==> config.mk <==
export PLATFORM = sky130hd
export DESIGN_NAME = agm_pingpong
export DESIGN_NICKNAME = d
export VERILOG_FILES = /design/src/rtl/agm_pingpong.sv
export SDC_FILE = /design/constraint.sdc
export NUM_CORES = 1
export LEC_CHECK = 0
export ABC_CLOCK_PERIOD_IN_PS = 4000
export CORE_UTILIZATION = 53
export DETAILED_ROUTE_END_ITERATION = 10
export PLACE_DENSITY = 0.82
export SYNTH_ARGS = -nofsm -noshare
export SYNTH_HDL_FRONTEND = slang
export SYNTH_SLANG_ARGS = --single-unit
==> constraint.sdc <==
create_clock -name clk -period 4 [get_ports clk]
set_input_delay 0.8 -clock clk [delete_from_list [all_inputs] [get_ports clk]]
set_output_delay 0.8 -clock clk [all_outputs]
set_load 0.05 [all_outputs]
==> src/rtl/agm_pingpong.sv <==
// Ping-pong line-buffer address generator: linear or strided writes into
// one bank while the opposite bank is read out sequentially.
module agm_pingpong #(
  parameter int AW          = 11,
  parameter int STRIDE_LOG2 = 3,
  parameter int RD_AW       = 8,
  parameter int CNT_W       = 5
) (
  input  logic             clk,
  input  logic             rst_n,
  input  logic             mode,
  input  logic             wr_valid,
  output logic             wr_ready,
  output logic [AW:0]      wr_addr,
  input  logic             rd_ready,
  output logic             rd_valid,
  output logic [RD_AW:0]   rd_addr,
  output logic             bank_done,
  output logic [CNT_W-1:0] frame_cnt
);

  logic [AW-1:0]    c;
  logic             wr_bank;
  logic             mode_q;
  logic [1:0]       full;
  logic [1:0]       full_d;
  logic [RD_AW-1:0] r;
  logic             rd_bank;
  logic [AW-1:0]    wr_off;
  logic             wr_fire;
  logic             rd_fire;
  logic             c_last;
  logic             r_last;

  assign wr_ready = !full[wr_bank];
  assign wr_fire  = wr_valid && wr_ready;
  assign c_last   = &c;

  assign rd_valid = full[rd_bank];
  assign rd_fire  = rd_valid && rd_ready;
  assign r_last   = &r;

  // Strided order rotates the counter so its low bits become the stride index.
  assign wr_off = mode_q
    ? {c[AW-STRIDE_LOG2-1:0], c[AW-1:AW-STRIDE_LOG2]}
    : c;

  assign wr_addr = {wr_bank, wr_off};
  assign rd_addr = {rd_bank, r};

  // Fill and drain never hit the same bank in one cycle.
  always_comb begin
    full_d = full;
    if (wr_fire && c_last)
      full_d[wr_bank] = 1'b1;
    if (rd_fire && r_last)
      full_d[rd_bank] = 1'b0;
  end

  always_ff @(posedge clk or negedge rst_n) begin
    if (!rst_n) begin
      full <= 2'b00;
    end else begin
      full <= full_d;
    end
  end

  always_ff @(posedge clk or negedge rst_n) begin
    if (!rst_n) begin
      c         <= '0;
      wr_bank   <= 1'b0;
      mode_q    <= 1'b0;
      frame_cnt <= '0;
      bank_done <= 1'b0;
    end else begin
      bank_done <= wr_fire && c_last;
      if (wr_fire) begin
        c <= c + 1'b1;
        if (c == '0)
          mode_q <= mode;
        if (c_last) begin
          wr_bank   <= ~wr_bank;
          frame_cnt <= frame_cnt + 1'b1;
        end
      end
    end
  end

  always_ff @(posedge clk or negedge rst_n) begin
    if (!rst_n) begin
      r       <= '0;
      rd_bank <= 1'b0;
    end else if (rd_fire) begin
      r <= r + 1'b1;
      if (r_last)
        rd_bank <= ~rd_bank;
    end
  end

endmodule
Word level (Yosys, flattened, before mapping)
Index checks and enable logic that the tools add are counted.
{"block": "totals", "regBits": 30, "out_inout_bits": 29, "elab_cells": 44}
{"block": "classes", "add_sub_neg": 3, "order_cmp": 4, "muxes": 11, "bitwise_logic": 5, "n_reduce_logical": 13}
{"operator": "12-bit AND reduction", "n": 1}
{"operator": "11-bit by 1-bit adder with 11-bit output, second input constant", "n": 1}
{"operator": "11-bit zero test", "n": 1}
{"operator": "11-bit two-way mux", "n": 1}
{"operator": "11-bit AND reduction", "n": 1}
{"operator": "9-bit AND reduction", "n": 1}
{"operator": "8-bit by 1-bit adder with 8-bit output, second input constant", "n": 1}
{"operator": "8-bit AND reduction", "n": 1}
{"operator": "1-bit logical AND", "n": 6}
{"operator": "1-bit two-way mux", "n": 6}
{"operator": "5-bit by 1-bit adder with 5-bit output, second input constant", "n": 1}
{"operator": "1-bit by 2-bit less-than comparator with 1-bit output, second input constant", "n": 2}
{"operator": "2-bit two-way mux", "n": 2}
{"operator": "2-bit bitwise AND", "n": 1}
{"operator": "1-bit demux with 1-bit select", "n": 2}
{"operator": "1-bit greater-or-equal comparator, second input constant", "n": 2}
{"operator": "1-bit inverter", "n": 2}
{"operator": "2-bit inverter", "n": 1}
{"operator": "2-bit bitwise OR", "n": 1}
{"operator": "2-bit AND reduction", "n": 1}
{"operator": "1-bit zero test", "n": 1}

Longest topological paths before layout
{"block": "depth", "ltp_word": 8, "depth_mapped": 6, "mapped_depth_nobuf": 5}

Worst setup path before layout
No wires, ideal clock.
{"block": "synth_timing", "path_kind": "reg2out", "start": "reg mode_q", "end": "out wr_addr[0]", "t_arrival_ns": 1.740, "path_slack_ns": 1.460, "stages_incl_launch_ff": 3, "path_cell_list": "dfrtp_1 > clkbuf_1 > o21ai_0"}
{"block": "synth_via", "elab_chain_len": 1}
{"item": "from (decl)", "line_no": "24", "source": "logic mode_q;"}
{"item": "from (signal assigned)", "line_no": "80", "source": "mode_q <= mode;"}
{"item": "11-bit two-way mux", "line_no": "45", "source": "? {c[AW-STRIDE_LOG2-1:0], c[AW-1:AW-STRIDE_LOG2]}"}
{"item": "to (decl)", "line_no": "14", "source": "output logic [AW:0] wr_addr,"}
No other way between the ends.

Worst setup path in the final report
{"block": "layout_timing", "start": "reg wr_bank", "end": "out wr_ready"}
{"block": "layout_via", "elab_chain_len": 3}
{"item": "from (decl)", "line_no": "23", "source": "logic wr_bank;"}
{"item": "from (signal assigned)", "line_no": "82", "source": "wr_bank <= ~wr_bank;"}
{"item": "1-bit two-way mux (implied by the code) (2 in series)", "line_no": "35", "source": "assign wr_ready = !full[wr_bank];"}
{"item": "1-bit zero test", "line_no": "35"}
{"item": "to (decl)", "line_no": "13", "source": "output logic wr_ready,"}
No other way between the ends. The select of a mux whose other input is x is not followed.

==> impl_metrics.tcl <==
set metrics [dict create \
    status "completed" \
    clock-root-buffer "clkbuf_4" \
    pwr-share-clk_pct 15.5 \
    cts_buffer_depth 2 \
    gp_congestion 0.803 \
    hold_violations 0 \
    grt.overflow.total 0 \
    p_leak_nw 0.850 \
    tightest_slew_ps 537 \
    worst_r2r_endpoint "frame_cnt[1]" \
    clk_pin_slew_ps 90 \
    cts_setup_buffers 0 \
    startpoint_type "flip-flop" \
    worstSetupEndpointType "output port" \
    postCtsHoldBufs 0 \
    cellPowerDensity_nw_per_um2 566 \
    grt_pass1_wl_mm 4.68 \
    max_freq_mhz 346 \
    crit_family "buffers and inverters" \
    htreeDepth 2 \
    synth_top_area_share_pct 50.8 \
    seq_area_frac_synth_pct 50.8 \
    track_usage_pct 23.7 \
    synth_largest_area_cell "dfrtp_1" \
    ys_seq_elements 30 \
    dieArea_um2 3000 \
    required_ps 3200 \
    setup_viol 0 \
    clock-sinks 30 \
    setup_ws_ps 1110 \
    place_hpwl_mm 2.16 \
    drv_slew 0 \
    cts_tree "built" \
    crit_slowest_cell "clkdlybuf4s50_1" \
    finish.net_count 172 \
    swShare_pct 43.7 \
    drt-total-wl_mm 2.90 \
    clkLatencyLatePin_ps 320 \
    dp_worst_setup_slack_ps 1500 \
    antenna_left 0 \
    synthCells 128 \
    switchingPower_mw 0.461 \
    drtPass1Iterations 4 \
    syn_avg_cell_area_um2 11.5 \
    critPathMaxFanout 7 \
    crit_buf_inv 1 \
    drv_cap 0 \
    timing.rr.start "wr_bank" \
    min_to "frame_cnt[4]" \
    grt_pass1_vias 1045 \
    ys.flop_type "dfrtp_1" \
    area_delta_synth_final_pct 26.1 \
    pwr-share-seq_pct 40.2 \
    fin_crit_sh_pct 72.2 \
    ff2ff_path_depth 3 \
    nFillCells 195 \
    layout-drive-gt1-share_pct 13.5 \
    regArea_um2 751 \
    peakVddDrop_mv 0.904 \
    combPwrFrac_pct 44.3 \
    hold_path.class "reg2reg" \
    design_area_um2 1860 \
    final.setup.tns_ps 0 \
    start_util_pct 58.0 \
    ys_async_sr_fraction_pct 100 \
    portBuffers 33 \
    antennaDiodeCount 0 \
    wl_per_cell_um 15.0 \
    boundaryPins 34 \
    p_int_mw 0.593 \
    viasPerCell 5.68 \
    rsz0062_at_grt "false" \
    period_minus_slack_ps 2890 \
    min_from "frame_cnt[4]" \
    synth.distinct_cells 26 \
    synth_edf_count 0 \
    criticalPathCategory "reg2out" \
    rows 18 \
    syn-num-nets 137 \
    fin_worst_skew_ps 11.5 \
    die_h_um 54.8 \
    utilization_pct 73.2 \
    cts_buffers 5 \
    cp_cell_sequence "mux2i_2 -> clkdlybuf4s50_1" \
    drt_iter0_markers 20 \
    synth_top_cells_by_area "dfrtp_1, mux2_2, xnor2_1, xor2_1, ha_1" \
    relSlewSlack_pct 64.1 \
    yosysWarnings 0 \
    placed_cell_area_um2 1810 \
    core-area_um2 2540 \
    rrSetupSlack_ps 2170 \
    cts_resized 0 \
    multi_input_area_um2 677 \
    die_w_um 54.8 \
    grt_max_degree 31 \
    drc 0 \
    antenna_found_initial 0 \
    via_count 1097 \
    synth_area_um2 1480 \
    max_stage_delay_ps 880 \
    worstPathArrival_ps 2090 \
    min_path_cells 1 \
]
## how the worst max path moves through the flow
stage	from	end	slack, ps	cells past startpoint
final	wr_bank	wr_ready	1110	2
after floorplan	mode_q	wr_addr[0]	1460	2
after global placement	wr_bank	wr_ready	1530	2
after global routing	wr_bank	wr_ready	1050	2
after detailed placement	mode_q	wr_addr[7]	1500	2
after CTS	wr_bank	wr_ready	1130	2
## synth_stat cells (2+ instances only)
library cell / number
xor2_1: 8
mux2_2: 13
nand2_1: 10
o21ai_0: 2
nand3_1: 9
buf_4: 2
nand4_1: 6
nor2_1: 7
and3_1: 3
xnor2_1: 15
ha_1: 4
nor4_1: 2
inv_1: 3
dfrtp_1: 30
clkbuf_1: 3
## metrics by stage
stage / hold WS [ps] / cells / total power [mW]
6_report: 492 / 193 / 1.05
2_1_floorplan: 486 / 128 / 0.746
3_3_place_gp: 462 / 186 / 0.878
3_5_place_dp: 497 / 186 / 0.895
5_1_grt: 523 / 193 / 1.11
4_1_cts: 510 / 193 / 1.06
## layout make-up
cell class	count	area share, %
flip-flops and latches	30	40.3
well taps	30	2.02
repair buffers	34	18.1
clock inverters	2	0.538
inverters	3	0.605
clock buffers	5	2.02
multi-input cells	89	36.4
## power by group through the flow
| stage | Combinational [mW] | Sequential, mW | Clock (mW) |
|---|---|---|---|
| floorplan | 0.360 | 0.386 | 0 |
| global placement | 0.454 | 0.423 | 0 |
| detailed placement | 0.470 | 0.426 | 0 |
| CTS | 0.469 | 0.421 | 0.168 |
| global route | 0.493 | 0.431 | 0.182 |
| finish | 0.467 | 0.423 | 0.164 |
## sequential cells by signal (all words and copies together), names as in the netlist
register and flops:
frame_cnt 5, r 8, c 11, full 2
rd_bank 1, bank_done 1, mode_q 1, wr_bank 1
## routing by layer
layer  routed length [um]  global-route usage [%]
met1                 1270                    29.3
met4                   51                    12.0
met5                    0                       0
met3                  159                    10.0
met2                 1420                    34.9
## cells in the final DEF (no fill, tap or decap), drive strengths merged
cell	n
o21ai	2
mux2	13
nand2	10
a41oi	1
inv	3
and4	1
clkdlybuf4s50	33
buf	1
and4bb	1
nor2	7
xnor2	15
nor3b	1
and2b	1
nand4b	1
xor2	8
a21oi	1
and3	3
nor4	2
nand3	9
ha	4
clkbuf	5
o22a	1
dfrtp	30
nand4	6
mux2i	2
clkinv	2
## cells by family (layout without fill, tap and decap cells)
| family | count (synthesis) | after routing | synth area share [%] |
|---|---|---|---|
| AND/OR/NAND/NOR | 42 | 42 | 15.1 |
| flip-flops | 30 | 30 | 50.8 |
| AO/OA/AOI/OAI | 5 | 5 | 2.20 |
| buffers and inverters | 9 | 44 | 3.30 |
| XOR/XNOR | 23 | 23 | 13.6 |
| adder cells (fa/ha/maj) | 4 | 4 | 3.39 |
| multiplexers | 15 | 15 | 11.5 |
(Power assumes the default switching activity.)
